### src/rtl/bus_grant_scheduler_if.sv
// Request/grant bundle between the requesting units and bus_grant_scheduler.
// master = requester side, slave = scheduler side.
interface bus_grant_scheduler_if;
    logic       arb_en;
    logic [7:0] req;
    logic [2:0] sel;
    logic       grant_valid;
    logic       timeout;

    modport master (
        output arb_en,
        output req,
        input  sel,
        input  grant_valid,
        input  timeout
    );

    modport slave (
        input  arb_en,
        input  req,
        output sel,
        output grant_valid,
        output timeout
    );
endinterface

### src/rtl/bus_grant_scheduler.sv
// Eight-way round-robin scheduler driving a 3-to-8 decoder select with a grant qualifier.
// Optional hold limit with a one-cycle timeout pulse is enabled by defining ARB_TIMEOUT_EN.
module bus_grant_scheduler #(
    parameter int MAX_HOLD = 15,
    parameter int CNT_W    = 8
) (
    input  logic                  clk,
    input  logic                  rst,
    bus_grant_scheduler_if.slave  bus
);

    typedef enum logic [0:0] {
        IDLE  = 1'b0,
        GRANT = 1'b1
    } state_t;

    state_t     state_r;
    state_t     state_s;
    logic [2:0] sel_r;
    logic [2:0] sel_s;
    logic       grant_valid_r;
    logic       grant_valid_s;
    logic [2:0] last_ptr_r;
    logic [2:0] last_ptr_s;
    logic [2:0] winner_s;
    logic       any_req_s;

`ifdef ARB_TIMEOUT_EN
    logic             timeout_r;
    logic             timeout_s;
    logic [CNT_W-1:0] hold_cnt_r;
    logic [CNT_W-1:0] hold_cnt_s;
`endif

    if ((MAX_HOLD < 1) || (MAX_HOLD > 255) || ((2 ** CNT_W) <= MAX_HOLD)) begin : g_bad_param
        $error("bus_grant_scheduler: illegal MAX_HOLD/CNT_W combination");
    end

    // Search starts just past the last owner, so the previous owner is always tried last.
    function automatic logic [2:0] rr_pick(input logic [7:0] req_v, input logic [2:0] ptr);
        logic [2:0] idx;
        logic [2:0] pick;
        logic       found;
        pick  = ptr;
        found = 1'b0;
        for (int i = 1; i <= 8; i++) begin
            idx = ptr + 3'(i);
            if (!found && req_v[idx]) begin
                pick  = idx;
                found = 1'b1;
            end else begin
                found = found;
            end
        end
        return pick;
    endfunction

    // Arbitration inputs derived from the sampled request vector.
    always_comb begin
        any_req_s = |bus.req;
        winner_s  = rr_pick(bus.req, last_ptr_r);
    end

    // Next-state and next-output logic.
    always_comb begin
        state_s       = state_r;
        sel_s         = sel_r;
        grant_valid_s = 1'b0;
        last_ptr_s    = last_ptr_r;
`ifdef ARB_TIMEOUT_EN
        timeout_s     = 1'b0;
        hold_cnt_s    = hold_cnt_r;
`endif
        case (state_r)
            IDLE: begin
                if (bus.arb_en && any_req_s) begin
                    state_s       = GRANT;
                    sel_s         = winner_s;
                    grant_valid_s = 1'b1;
                    last_ptr_s    = winner_s;
`ifdef ARB_TIMEOUT_EN
                    hold_cnt_s    = {CNT_W{1'b0}};
`endif
                end else begin
                    state_s = IDLE;
                end
            end
            GRANT: begin
                // arb_en is deliberately ignored here: only the owner ends its grant.
                if (!bus.req[sel_r]) begin
                    state_s = IDLE;
`ifdef ARB_TIMEOUT_EN
                end else if (hold_cnt_r == CNT_W'(MAX_HOLD - 1)) begin
                    state_s   = IDLE;
                    timeout_s = 1'b1;
`endif
                end else begin
                    state_s       = GRANT;
                    grant_valid_s = 1'b1;
`ifdef ARB_TIMEOUT_EN
                    if (hold_cnt_r != {CNT_W{1'b1}}) begin
                        hold_cnt_s = hold_cnt_r + {{(CNT_W-1){1'b0}}, 1'b1};
                    end else begin
                        hold_cnt_s = hold_cnt_r;
                    end
`endif
                end
            end
            default: begin
                state_s = IDLE;
            end
        endcase
    end

    // State and registered outputs; last_ptr resets to 7 so requester 0 wins first.
    always_ff @(posedge clk or posedge rst) begin
        if (rst) begin
            state_r       <= IDLE;
            sel_r         <= 3'd0;
            grant_valid_r <= 1'b0;
            last_ptr_r    <= 3'd7;
`ifdef ARB_TIMEOUT_EN
            timeout_r     <= 1'b0;
            hold_cnt_r    <= {CNT_W{1'b0}};
`endif
        end else begin
            state_r       <= state_s;
            sel_r         <= sel_s;
            grant_valid_r <= grant_valid_s;
            last_ptr_r    <= last_ptr_s;
`ifdef ARB_TIMEOUT_EN
            timeout_r     <= timeout_s;
            hold_cnt_r    <= hold_cnt_s;
`endif
        end
    end

    assign bus.sel         = sel_r;
    assign bus.grant_valid = grant_valid_r;
`ifdef ARB_TIMEOUT_EN
    assign bus.timeout     = timeout_r;
`else
    assign bus.timeout     = 1'b0;
`endif

endmodule
### src/flat_wrapper.sv
// flat-port wrapper written by rule: the top's interface ports become plain ports
module bus_grant_scheduler_flat 
#(
    parameter int MAX_HOLD = 15,
    parameter int CNT_W    = 8
)
  (clk, rst, bus_arb_en, bus_req, bus_sel, bus_grant_valid, bus_timeout);
  bus_grant_scheduler_if bus_i ();
  input  logic clk;
  input  logic rst;
  input wire logic [$bits(bus_i.arb_en)-1:0] bus_arb_en;
  input wire logic [$bits(bus_i.req)-1:0] bus_req;
  output wire logic [$bits(bus_i.sel)-1:0] bus_sel;
  output wire logic [$bits(bus_i.grant_valid)-1:0] bus_grant_valid;
  output wire logic [$bits(bus_i.timeout)-1:0] bus_timeout;
  assign bus_i.arb_en = bus_arb_en;
  assign bus_i.req = bus_req;
  assign bus_sel = bus_i.sel;
  assign bus_grant_valid = bus_i.grant_valid;
  assign bus_timeout = bus_i.timeout;
  bus_grant_scheduler #(.MAX_HOLD(MAX_HOLD), .CNT_W(CNT_W)) u_core (.clk(clk), .rst(rst), .bus(bus_i));
endmodule
### config.mk
export PLATFORM = sky130hd
export DESIGN_NAME = bus_grant_scheduler_flat
export DESIGN_NICKNAME = d
export VERILOG_FILES = /design/src/rtl/bus_grant_scheduler_if.sv /design/src/rtl/bus_grant_scheduler.sv /design/src/flat_wrapper.sv
export SDC_FILE = /design/constraint.sdc
export NUM_CORES = 1
export LEC_CHECK = 0
export ABC_AREA = 0
export CAP_MARGIN = 25
export CELL_PAD_IN_SITES_DETAIL_PLACEMENT = 1
export CELL_PAD_IN_SITES_GLOBAL_PLACEMENT = 1
export CORE_UTILIZATION = 43
export DETAILED_ROUTE_END_ITERATION = 7
export GPL_TIMING_DRIVEN = 0
export PLACE_DENSITY = 0.88
export REMOVE_ABC_BUFFERS = 1
export SYNTH_ARGS = -nofsm -noshare
export SYNTH_HDL_FRONTEND = slang
export SYNTH_SLANG_ARGS = --single-unit
### constraint.sdc
create_clock -name clk -period 4.6 [get_ports clk]
set_clock_uncertainty 0.05 [all_clocks]
set_input_delay 0.46 -clock clk [delete_from_list [all_inputs] [get_ports clk]]
set_output_delay 0.46 -clock clk [all_outputs]
set_load 0.1 [all_outputs]
Word-level counts from Yosys, hierarchy flattened
Index checks and enable logic that the tools add are counted.
{"block": "classes", "n_addsub": 7, "order_cmp": 9, "muxes": 36, "n_bitwise": 1, "reduce_logical": 17}
{"operator": "3-bit by 4-bit less-than comparator with 1-bit output, second input constant", "count": 9}
{"operator": "1-bit binary-select mux with 3-bit select", "count": 9}
{"operator": "3-bit 2-to-1 mux", "count": 8}
{"operator": "1-bit 2-to-1 mux", "count": 18}
{"operator": "3-bit adder, second input constant", "count": 4}
{"operator": "1-bit logical AND", "count": 8}
{"operator": "8-bit OR reduction", "count": 1}
{"operator": "1-bit logical NOT", "count": 7}
{"operator": "3-bit by 2-bit adder with 3-bit output, second input constant", "count": 2}
{"operator": "3-bit by 1-bit adder with 3-bit output, second input constant", "count": 1}
{"operator": "1-bit one-hot mux with 2 select lines", "count": 1}
{"operator": "2-bit AND reduction", "count": 1}
{"operator": "1-bit NOT", "count": 1}
{"block": "totals", "ff_bits": 7, "inputBits": 11, "word_cells": 73}

Depth between registers and ports, before layout
Gate-level depths: netlist of the first run.
{"block": "logic_depth", "word_depth": 25, "ltp_mapped": 13, "depth_no_buf": 9}

Least setup slack after synthesis of the first run
No wires, ideal clock.
{"block": "synth_path", "kind": "register -> register", "startpoint": "reg u_core.last_ptr_r[1]", "endpoint": "reg u_core.last_ptr_r[1]", "arrival_ps": 3683, "required_time_ps": 4468, "setup_slack_ps": 785, "stages_incl_launch_ff": 13, "path_buffers": 3, "path_cell_list": "dfstp_2 clkbuf_1 buf_1 inv_1 ha_1 buf_6 mux4_2 mux2_4 or3b_1 nor4_2 a2bb2oi_1 mux2_2 a22oi_1"}
{"block": "synth_between", "elab_chain_cells": 25, "word_cells_on_any_way": 52, "classes_between": "7 x add/sub; 31 x mux; 14 x reduce/logical"}
{"item": "start, declared", "line_no": "bus_grant_scheduler.sv:23", "source": "logic [2:0] last_ptr_r;"}
{"item": "start signal, assigned", "line_no": "bus_grant_scheduler.sv:130", "source": "last_ptr_r <= last_ptr_s;"}
{"item": "3-bit by 1-bit adder with 3-bit output", "line_no": "bus_grant_scheduler.sv:47", "source": "idx = ptr + 3'(i);"}
{"item": "1-bit binary-select mux with 3-bit select", "line_no": "bus_grant_scheduler.sv:48", "source": "if (!found && req_v[idx]) begin"}
{"item": "1-bit 2-to-1 mux (not written as such)", "line_no": "bus_grant_scheduler.sv:48"}
{"item": "1-bit 2-to-1 mux", "line_no": "bus_grant_scheduler.sv:48"}
{"item": "1-bit logical NOT", "line_no": "bus_grant_scheduler.sv:48"}
{"item": "1-bit logical AND", "line_no": "bus_grant_scheduler.sv:48"}
{"item": "1-bit 2-to-1 mux", "line_no": "bus_grant_scheduler.sv:48"}
{"item": "1-bit logical NOT", "line_no": "bus_grant_scheduler.sv:48"}
{"item": "[9 not listed]"}
{"item": "1-bit logical AND", "line_no": "bus_grant_scheduler.sv:48"}
{"item": "1-bit 2-to-1 mux", "line_no": "bus_grant_scheduler.sv:48"}
{"item": "1-bit logical NOT", "line_no": "bus_grant_scheduler.sv:48"}
{"item": "1-bit logical AND", "line_no": "bus_grant_scheduler.sv:48"}
{"item": "1-bit 2-to-1 mux", "line_no": "bus_grant_scheduler.sv:48"}
{"item": "1-bit logical NOT", "line_no": "bus_grant_scheduler.sv:48"}
{"item": "1-bit logical AND", "line_no": "bus_grant_scheduler.sv:48"}
{"item": "3-bit 2-to-1 mux (*)", "line_no": "bus_grant_scheduler.sv:48"}
Mark *: on every way between the ends. The rest lies on a longest branch, timed or not. The select of a mux whose other input is x is not followed.
A chain may end at the register's enable or synchronous reset.

Final worst setup path of the first run
{"block": "layout_path", "startpoint": "reg u_core.last_ptr_r[0]", "endpoint": "reg u_core.sel_r[2] (netlist: u_core.bus.sel[2])"}
{"block": "layout_between", "elab_chain_cells": 25, "word_cells_on_any_way": 52, "classes_between": "7 x add/sub; 31 x mux; 14 x reduce/logical"}
{"item": "3-bit by 1-bit adder with 3-bit output", "line_no": "bus_grant_scheduler.sv:47"}
{"item": "1-bit binary-select mux with 3-bit select", "line_no": "bus_grant_scheduler.sv:48"}
{"item": "1-bit 2-to-1 mux (not written as such)", "line_no": "bus_grant_scheduler.sv:48"}
{"item": "1-bit 2-to-1 mux", "line_no": "bus_grant_scheduler.sv:48"}
{"item": "1-bit logical NOT", "line_no": "bus_grant_scheduler.sv:48"}
{"item": "1-bit logical AND", "line_no": "bus_grant_scheduler.sv:48"}
{"item": "1-bit 2-to-1 mux", "line_no": "bus_grant_scheduler.sv:48"}
{"item": "1-bit logical NOT", "line_no": "bus_grant_scheduler.sv:48"}
{"item": "[9 not listed]"}
{"item": "1-bit logical AND", "line_no": "bus_grant_scheduler.sv:48"}
{"item": "1-bit 2-to-1 mux", "line_no": "bus_grant_scheduler.sv:48"}
{"item": "1-bit logical NOT", "line_no": "bus_grant_scheduler.sv:48"}
{"item": "1-bit logical AND", "line_no": "bus_grant_scheduler.sv:48"}
{"item": "1-bit 2-to-1 mux", "line_no": "bus_grant_scheduler.sv:48"}
{"item": "1-bit logical NOT", "line_no": "bus_grant_scheduler.sv:48"}
{"item": "1-bit logical AND", "line_no": "bus_grant_scheduler.sv:48"}
{"item": "3-bit 2-to-1 mux (*)", "line_no": "bus_grant_scheduler.sv:48"}
{"item": "end signal, assigned", "line_no": "bus_grant_scheduler.sv:128", "source": "sel_r <= sel_s;"}
{"item": "end, declared", "line_no": "bus_grant_scheduler.sv:19", "source": "logic [2:0] sel_r;"}
Marks and branches as above.

==> qor.yml, run 1 <==
run_status:
  status: "finished with violations"
  violations: "design-rule violations"
sta:
  fmax_ghz: 0.2353
  finalSetupViolCount: 0
  slew_violations: 0
  hold_viol: 0
  min_period_ps: 4249
  slew_headroom: 0.3485
  fin_setup_tns_ps: 0
  min_period_over_period: 0.9237
  worst_slew_pin_slew_ps: 974.3
  rsz0062_at_grt: "no"
route:
  routed_via_density: 6.940
  drt_iter0_drc: 55
  wire_per_inst_um: 20.91
  drc: 2
  vias: 1263
  ant_nets: 0
  routed_wl_um: 3806
  drt_pass1_iterations: 6
grt:
  grt_pass1_vias: 1331
  antenna_found_initial: 0
  grt.overflow.total: 0
  grt_max_degree: 19
  grt_usage: 0.2444
  grt_pass1_wl_um: 6292
clocking:
  clk_latency_ps: 250
  tritoncts: "done"
  post_cts_buffers: 0
  clk_pin_slew_ps: 60
  ctsHtreeMaxLevel: 1
  root_buffer: "clkbuf_4"
  clockBufferDepth: 2
  numCtsBuffers: 3
  cts.sinks: 7
final_layout:
  layout_commonest_cell: "mux2_2"
  layout_common_cells: "mux2_2, clkdlybuf4s50_1, mux2i_1, nand2_1, mux4_2"
  post-route-util: 0.5184
  antenna_cells: 0
  fin_cells: 182
  nets: 165
  syn2layout_area_growth_pct: 11.30
  drive_gt1_frac: 0.2517
flow_run:
  drv_cap: 0
placement:
  post-dp-hpwl_um: 2947
  place.gp.congestion: 0.8617
  io_buffers: 14
  dp_cells: 178
synth:
  synth_area_um2: 1329
  syn-instance-count: 143
  avgSynthCellArea_um2: 9.292
  synth_warnings: 0
  synth_seq_cells: 7
  synth_edf_count: 0
  async_flop_share: 1.000
  synthFlopType: "dfrtp_1"
  yosysUniqueCellTypes: 48
  yosysSeqAreaShare: 0.1347
floorplan:
  dieArea_um2: 3317
  rows: 19
  core_area_um2: 2853
  die_h_um: 57.59
  fp.dieW_um: 57.59
  start_util: 0.4658
  io-pin-count: 16
critical_path:
  arrival_ps: 4360
  end_kind: "register"
  critPathLaunchType: "register"
  cp_max_fo: 18
  critPathKind: "reg2reg"
  reg2reg_depth: 9
  critPathRequiredTime_ps: 4710
hold_path:
  hp-class: "in2async"
## layout make-up
cell class,count,area (um2)
Timing Repair Buffer,14,140.1
Tap cell,31,38.79
Sequential cell,7,178.9
Clock buffer,4,26.28
Multi-Input combinational cell,120,1072
Fill cell,346,1374
Inverter,6,22.52
## flip-flops by register name, indices dropped and copies added, names as in the netlist
signal	count
u_core.last_ptr_r	3
u_core.bus.sel	3
u_core.state_r	1
## per-stage QoR
| step | setup WS, ps | instance area, um2 | hold WS [ps] |
|---|---|---|---|
| after detailed placement | 196.4 | 1450 | 452.2 |
| after CTS | 143.7 | 1476 | 383.7 |
| after global placement | 311.2 | 1450 | 439.2 |
| after floorplan | 737.9 | 1271 | 211.2 |
| final | 350.8 | 1479 | 383.5 |
| after global routing | 75.06 | 1479 | 432.2 |
## final timing paths
kind	start	end	slack (ps)
worst max-delay path	u_core.last_ptr_r[0]	u_core.bus.sel[2]	350
worst min-delay path	rst	u_core.bus.sel[0]	380
worst max register to register	u_core.last_ptr_r[0]	u_core.bus.sel[2]	350
worst min register to register	u_core.state_r	u_core.state_r	470
max in group asynchronous	rst	u_core.last_ptr_r[2]	3840
min in group clk	u_core.state_r	u_core.state_r	470
## cell families after synthesis
family | synth area share
AO/OA/AOI/OAI | 0.1827
XOR/XNOR | 0.03861
adder cells (fa/ha/maj) | 0.01883
buffers and inverters | 0.06025
flip-flops | 0.1347
multiplexers | 0.4058
other | 0.002822
AND/OR/NAND/NOR | 0.1563
## per-layer routing
layer,track usage,up-vias,routed length (um),part of all wire
met4,0.06620,0,48,0.013
met1,0.3109,640,1657,0.44
li1,-,581,-,-
met5,0,-,0,0
met2,0.4435,36,1970,0.52
met3,0.01814,6,130,0.034
## synthesized netlist by cell type, drive strengths merged (2+ instances only)
master | count | area share
dfrtp | 4 | 0.075
o21ai | 7 | 0.026
inv | 5 | 0.014
a21oi | 9 | 0.034
nand2 | 11 | 0.031
a31oi | 3 | 0.014
mux4 | 10 | 0.17
dfstp | 3 | 0.059
ha | 2 | 0.019
o211ai | 2 | 0.011
a2111oi | 2 | 0.013
mux2i | 13 | 0.098
mux2 | 16 | 0.14
nand3 | 5 | 0.019
a221oi | 2 | 0.018
clkbuf | 4 | 0.011
nor3 | 2 | 0.0075
o32ai | 2 | 0.013
or3 | 2 | 0.0094
nor3b | 2 | 0.011
buf | 6 | 0.032
nor4 | 4 | 0.024
xnor2 | 5 | 0.039
nor2b | 4 | 0.019
nor2 | 3 | 0.0085
## critical path: stages (launching register included)
cell	delay, ps
dfstp_2	780
clkinv_1	360
ha_2	720
mux4_2	650
mux2_4	340
or3b_1	390
or4_1	450
o211ai_1	120
o21ai_1	130
o21ai_1	160
## repair_timing
| item | 4_1_cts | 5_1_grt |
|---|---|---|
| hold buffers | 0 | 0 |
| gates resized for setup | 0 | 1 |
| hold endpoints to repair | 0 | 0 |
| setup endpoints to repair | 0 | 4 |
Power of run 1 is left out: the tool's default activity adds up to more than one toggle a clock period on the data nets, which glitch-free logic cannot reach.
==> inputs of run 2 (changes only) <==
CORE_UTILIZATION = 45   (was 43)
DONT_BUFFER_PORTS = 1   (was unset)
PLACE_DENSITY = 0.82   (was 0.88)
==> run 2 against run 1 <==
Effect of this change:
- the flow now finishes without violations
- sequential share of layout area increased by 1.2 points
- global-route usage shrank 0.52 points
- die area fell by 4.3%
- cell area is 8.8% lower
- critical path depth stayed put
- fmax about the same
- cell count down 7.1%
- flip-flop and latch count is the same
- non-clock buffer count decreased by 13
==> qor.yml, run 2 (same netlist as run 1, synthesis figures left out) <==
sta:
  fmax_ghz: 0.2355  # was 0.2353 GHz
  hold_viol: 0  # unchanged
  fin_setup_tns_ps: 0  # unchanged
  min_period_over_period: 0.9233  # was 0.9237
  finalSetupViolCount: 0  # unchanged
  min_period_ps: 4247  # was 4249 ps
  worst_slew_pin_slew_ps: 1014  # was 974.3 ps
  rsz0062_at_grt: "no"  # unchanged
  slew_headroom: 0.3239  # was 0.3485
  slew_violations: 0  # unchanged
clocking:
  cts.sinks: 7  # unchanged
  post_cts_buffers: 0  # unchanged
  tritoncts: "done"  # unchanged
  ctsHtreeMaxLevel: 1  # unchanged
  numCtsBuffers: 3  # unchanged
  clk_latency_ps: 260  # was 250 ps
  clockBufferDepth: 2  # unchanged
  root_buffer: "clkbuf_4"  # unchanged
  clk_pin_slew_ps: 50  # was 60 ps
floorplan:
  io-pin-count: 16  # unchanged
  core_area_um2: 2781  # was 2853 um2
  start_util: 0.4777  # was 0.4658
  rows: 19  # unchanged
  dieArea_um2: 3174  # was 3317 um2
  die_h_um: 56.34  # was 57.59 um
  fp.dieW_um: 56.34  # was 57.59 um
grt:
  antenna_found_initial: 0  # unchanged
  grt_usage: 0.2392  # was 0.2444
  grt_pass1_vias: 1205  # was 1,331
  grt.overflow.total: 0  # unchanged
  grt_max_degree: 19  # unchanged
  grt_pass1_wl_um: 6058  # was 6292 um
critical_path:
  r2r_start: "u_core.last_ptr_r[0]"  # unchanged
  cp_max_fo: 18  # unchanged
  cp_common_cell: "o21ai_1"  # unchanged
  arrival_ps: 4380  # was 4360 ps
  critPathKind: "reg2reg"  # unchanged
  cpMaxStageDelayCell: "dfstp_2"  # unchanged
  path_buf_inv: 1  # unchanged
  r2r_end: "u_core.bus.sel[2]"  # unchanged
  critPathLaunchType: "register"  # unchanged
  r2r_slack_ps: 350  # about the same
  reg2reg_depth: 9  # unchanged
  end_kind: "register"  # unchanged
  worstSetupStartpoint: "u_core.last_ptr_r[0]"  # unchanged
  crit_family: "multiplexers"  # unchanged
  critPathRequiredTime_ps: 4730  # was 4710 ps
  crit_chain: "clkinv_1 > ha_2 > mux4_2 > mux2_4 > or3b_1 > or4_1 > o211ai_1 > o21ai_1 > o21ai_1"  # unchanged
  max_stage_delay_ps: 790  # was 780 ps
hold_path:
  worstHoldPathCells: 4
  min_from: "bus_arb_en"
  min_to: "u_core.last_ptr_r[0]"
  hp-class: "in2reg"  # was in2async
final_layout:
  post-route-util: 0.4849  # was 0.5184
  syn2layout_area_growth_pct: 1.506  # was 11.30%
  fin_cells: 169  # was 182
  layout_commonest_cell: "mux2_2"  # unchanged
  layout_common_cells: "mux2_2, mux2i_1, nand2_1, mux4_2, a21oi_1"  # was mux2_2, clkdlybuf4s50_1, mux2i_1, nand2_1, mux4_2
  nets: 152  # was 165
  antenna_cells: 0  # unchanged
  drive_gt1_frac: 0.2754  # was 0.2517
route:
  ant_nets: 0  # unchanged
  routed_via_density: 7.101  # was 6.940
  routed_wl_um: 3632  # was 3806 um
  wire_per_inst_um: 21.49  # was 20.91 um
  drt_pass1_iterations: 4  # was 6
  drt_iter0_drc: 55  # unchanged
  vias: 1200  # was 1,263
  drc: 0  # was 2
run_status:
  status: "finished, final reports clean"  # was finished with violations
placement:
  place.gp.congestion: 0.8928  # was 0.8617
  dp_cells: 164  # was 178
  post-dp-hpwl_um: 2778  # was 2947 um
  io_buffers: 0  # was 14
flow_run:
  drv_cap: 0  # unchanged
## run 2: worst register-to-register path, cell delays in order (launching register included)
cell      delay, ps
dfstp_2         790
clkinv_1        380
ha_2            710
mux4_2          660
mux2_4          340
or3b_1          380
or4_1           460
o211ai_1        110
o21ai_1         120
o21ai_1         160
## run 2: layout make-up
type	count	area [um2]
fill	324	1433
multi-input combinational	120	1072
sequential	7	178.9
tap	31	38.79
clock buffer	4	26.28
inverter	6	22.52
timing repair buffer	1	10.01
## run 2: worst max path at each step
stage / end / slack, ps / depth (start not counted)
2_1_floorplan: u_core.last_ptr_r[1] / 740 / 9
3_3_place_gp: u_core.bus.sel[2] / 280 / 9
3_5_place_dp: u_core.bus.sel[2] / 180 / 9
4_1_cts: u_core.bus.sel[2] / 150 / 9
5_1_grt: u_core.last_ptr_r[1] / 110 / 9
6_report: u_core.bus.sel[2] / 350 / 9
## run 2: through the flow
stage	worst slack (ps)	cell area, um2	hold WS (ps)
6_report	352.8	1349	489.8
2_1_floorplan	737.9	1271	211.2
4_1_cts	151.3	1346	484.0
3_5_place_dp	180.8	1310	243.8
3_3_place_gp	276.4	1310	234.9
5_1_grt	114.6	1349	528.9
## run 2: timing repair
item                       in CTS  in global routing
hold buffers                    1                  0
setup endpoints to repair       0                  4
gates resized for setup         0                  1
hold endpoints to repair        4                  0
## run 2: per-layer routing
layer  GRT usage  part of all wire  up-vias
li1            -                 -      550
met1      0.3270              0.45      620
met2      0.4065              0.50       25
met3     0.02304             0.037        5
met4     0.05923            0.0094        0
met5           0                 0        -
Power of run 2 is left out for the same reason.
==> inputs of run 3 (changes only) <==
PLACE_DENSITY = unset   (was 0.82)
PLACE_DENSITY_LB_ADDON = 0.1   (was unset)
REMOVE_ABC_BUFFERS = unset   (was 1)
TNS_END_PERCENT = 20   (was unset)
==> run 3 against run 2 <==
Effect of this change:
- non-clock buffer count up 10
- cell count up 5.9%
- global-route usage up 2.7 points
- count of clock-buffer cells in the layout down 1
- worst hold slack better by 44 ps
- die area unchanged
- wire length up 9.1%
- via count up 3.3%
- flip-flop and latch count unchanged
- register-to-register slack worse by 50 ps
- critical endpoint is now u_core.last_ptr_r[1]
==> qor.yml, run 3 (same netlist as run 1, synthesis figures left out) <==
run_status:
  status: "finished, final reports clean"  # unchanged
critical_path:
  critPathLaunchType: "register"  # unchanged
  path_buf_inv: 4  # was 1
  critPathRequiredTime_ps: 4730  # about the same
  arrival_ps: 4420  # was 4380 ps
  cp_max_fo: 10  # was 18
  cpMaxStageDelayCell: "mux4_2"  # was dfstp_2
  crit_family: "multiplexers"  # unchanged
  crit_chain: "clkbuf_1 > clkbuf_2 > inv_1 > ha_1 > buf_6 > mux4_2 > mux2_2 > o32ai_1 > nor2b_1 > mux2_2 > a22oi_1"  # was clkinv_1 > ha_2 > mux4_2 > mux2_4 > or3b_1 > or4_1 > o211ai_1 > o21ai_1 > o21ai_1
  max_stage_delay_ps: 580  # was 790 ps
  cp_common_cell: "mux2_2"  # was o21ai_1
  critPathKind: "reg2reg"  # unchanged
  end_kind: "register"  # unchanged
floorplan:
  fp.dieW_um: 56.34  # unchanged
  rows: 19  # unchanged
  core_area_um2: 2781  # unchanged
  dieArea_um2: 3174  # unchanged
  start_util: 0.4777  # unchanged
  die_h_um: 56.34  # unchanged
  io-pin-count: 16  # unchanged
sta:
  min_period_over_period: 0.9340  # was 0.9233
  slew_headroom: 0.3215  # was 0.3239
  slew_violations: 0  # unchanged
  hold_viol: 0  # unchanged
  fin_setup_tns_ps: 0  # unchanged
  worst_slew_pin_slew_ps: 1018  # was 1014 ps
  min_period_ps: 4297  # was 4247 ps
  rsz0062_at_grt: "no"  # unchanged
  fmax_ghz: 0.2327  # was 0.2355 GHz
  finalSetupViolCount: 0  # unchanged
route:
  ant_nets: 0  # unchanged
  drc: 0  # unchanged
  drt_pass1_iterations: 4  # unchanged
  routed_wl_um: 3962  # was 3632 um
  routed_via_density: 6.922  # was 7.101
  vias: 1239  # was 1,200
  wire_per_inst_um: 22.13  # was 21.49 um
  drt_iter0_drc: 45  # was 55
placement:
  post-dp-hpwl_um: 3016  # was 2778 um
  io_buffers: 0  # unchanged
  place.gp.congestion: 0.9199  # was 0.8928
clocking:
  numCtsBuffers: 3  # unchanged
  clockBufferDepth: 2  # unchanged
  clk_pin_slew_ps: 50  # about the same
  clk_latency_ps: 260  # about the same
  tritoncts: "done"  # unchanged
  post_cts_buffers: 0  # unchanged
  root_buffer: "clkbuf_4"  # unchanged
  ctsHtreeMaxLevel: 1  # unchanged
  cts.sinks: 7  # unchanged
final_layout:
  drive_gt1_frac: 0.2973  # was 0.2754
  layout_commonest_cell: "mux2_2"  # unchanged
  antenna_cells: 0  # unchanged
  nets: 162  # was 152
  layout_common_cells: "mux2_2, mux2i_1, nand2_1, mux4_2, a21oi_1"  # unchanged
  syn2layout_area_growth_pct: 5.838  # was 1.506%
grt:
  grt_pass1_wl_um: 6637  # was 6058 um
  grt.overflow.total: 0  # unchanged
  antenna_found_initial: 0  # unchanged
  grt_max_degree: 11  # was 19
  grt_usage: 0.2663  # was 0.2392
  grt_pass1_vias: 1330  # was 1,205
synth:
  synth_fp_nets: 156
hold_path:
  hp-class: "in2async"  # was in2reg
flow_run:
  drv_cap: 0  # unchanged
[run 3: changes by cell type in the layout (fill, tap and decap cells not counted)]
cell / delta
clkbuf_1: +3
clkinv_2: +1
buf_6: +1
buf_4: +3
buf_2: +1
clkbuf_2: +1
ha_1: +1
ha_2: -1
[run 3: repair_timing]
action,CTS,global route
endpoints found under the setup margin,0,6
resized for setup,0,1
hold endpoints to repair,4,0
hold buffers,1,0
[run 3: per-layer routing]
layer | vias to the layer above | track usage | part of all wire
met5 | - | 0 | 0
met1 | 628 | 0.3372 | 0.44
met2 | 38 | 0.4864 | 0.51
li1 | 567 | - | -
met3 | 6 | 0.01843 | 0.032
met4 | 0 | 0.07317 | 0.016
[run 3: final timing paths]
path,cells past startpoint,from,slack (ps),endpoint
max,11,u_core.last_ptr_r[1],300,u_core.last_ptr_r[1]
min,2,rst,530,u_core.bus.sel[2]
max reg2reg,11,u_core.last_ptr_r[1],300,u_core.last_ptr_r[1]
min reg2reg,3,u_core.last_ptr_r[2],670,u_core.last_ptr_r[2]
max in group asynchronous,2,rst,3710,u_core.last_ptr_r[0]
min in group clk,4,bus_arb_en,540,u_core.last_ptr_r[0]
[run 3: final cells by class]
type / count / area [um2]
Clock inverter: 1 / 5.005
Sequential cell: 7 / 178.9
Multi-Input combinational cell: 120 / 1070
Clock buffer: 3 / 22.52
Fill cell: 321 / 1375
Inverter: 6 / 22.52
Buffer: 10 / 58.81
Tap cell: 31 / 38.79
Timing Repair Buffer: 1 / 10.01
[run 3: per-stage QoR]
step,hold slack (ps),instances,utilization,area (um2),setup WS [ps]
finish,533.4,179,0.5056,1406,303.4
global route,547.4,179,0.5056,1406,36.53
CTS,510.1,179,0.5052,1405,126.1
detailed placement,231.0,174,0.4917,1368,136.6
global placement,229.6,174,0.4917,1368,209.7
floorplan,211.2,143,-,1329,784.7
Power of run 3 is left out for the same reason.
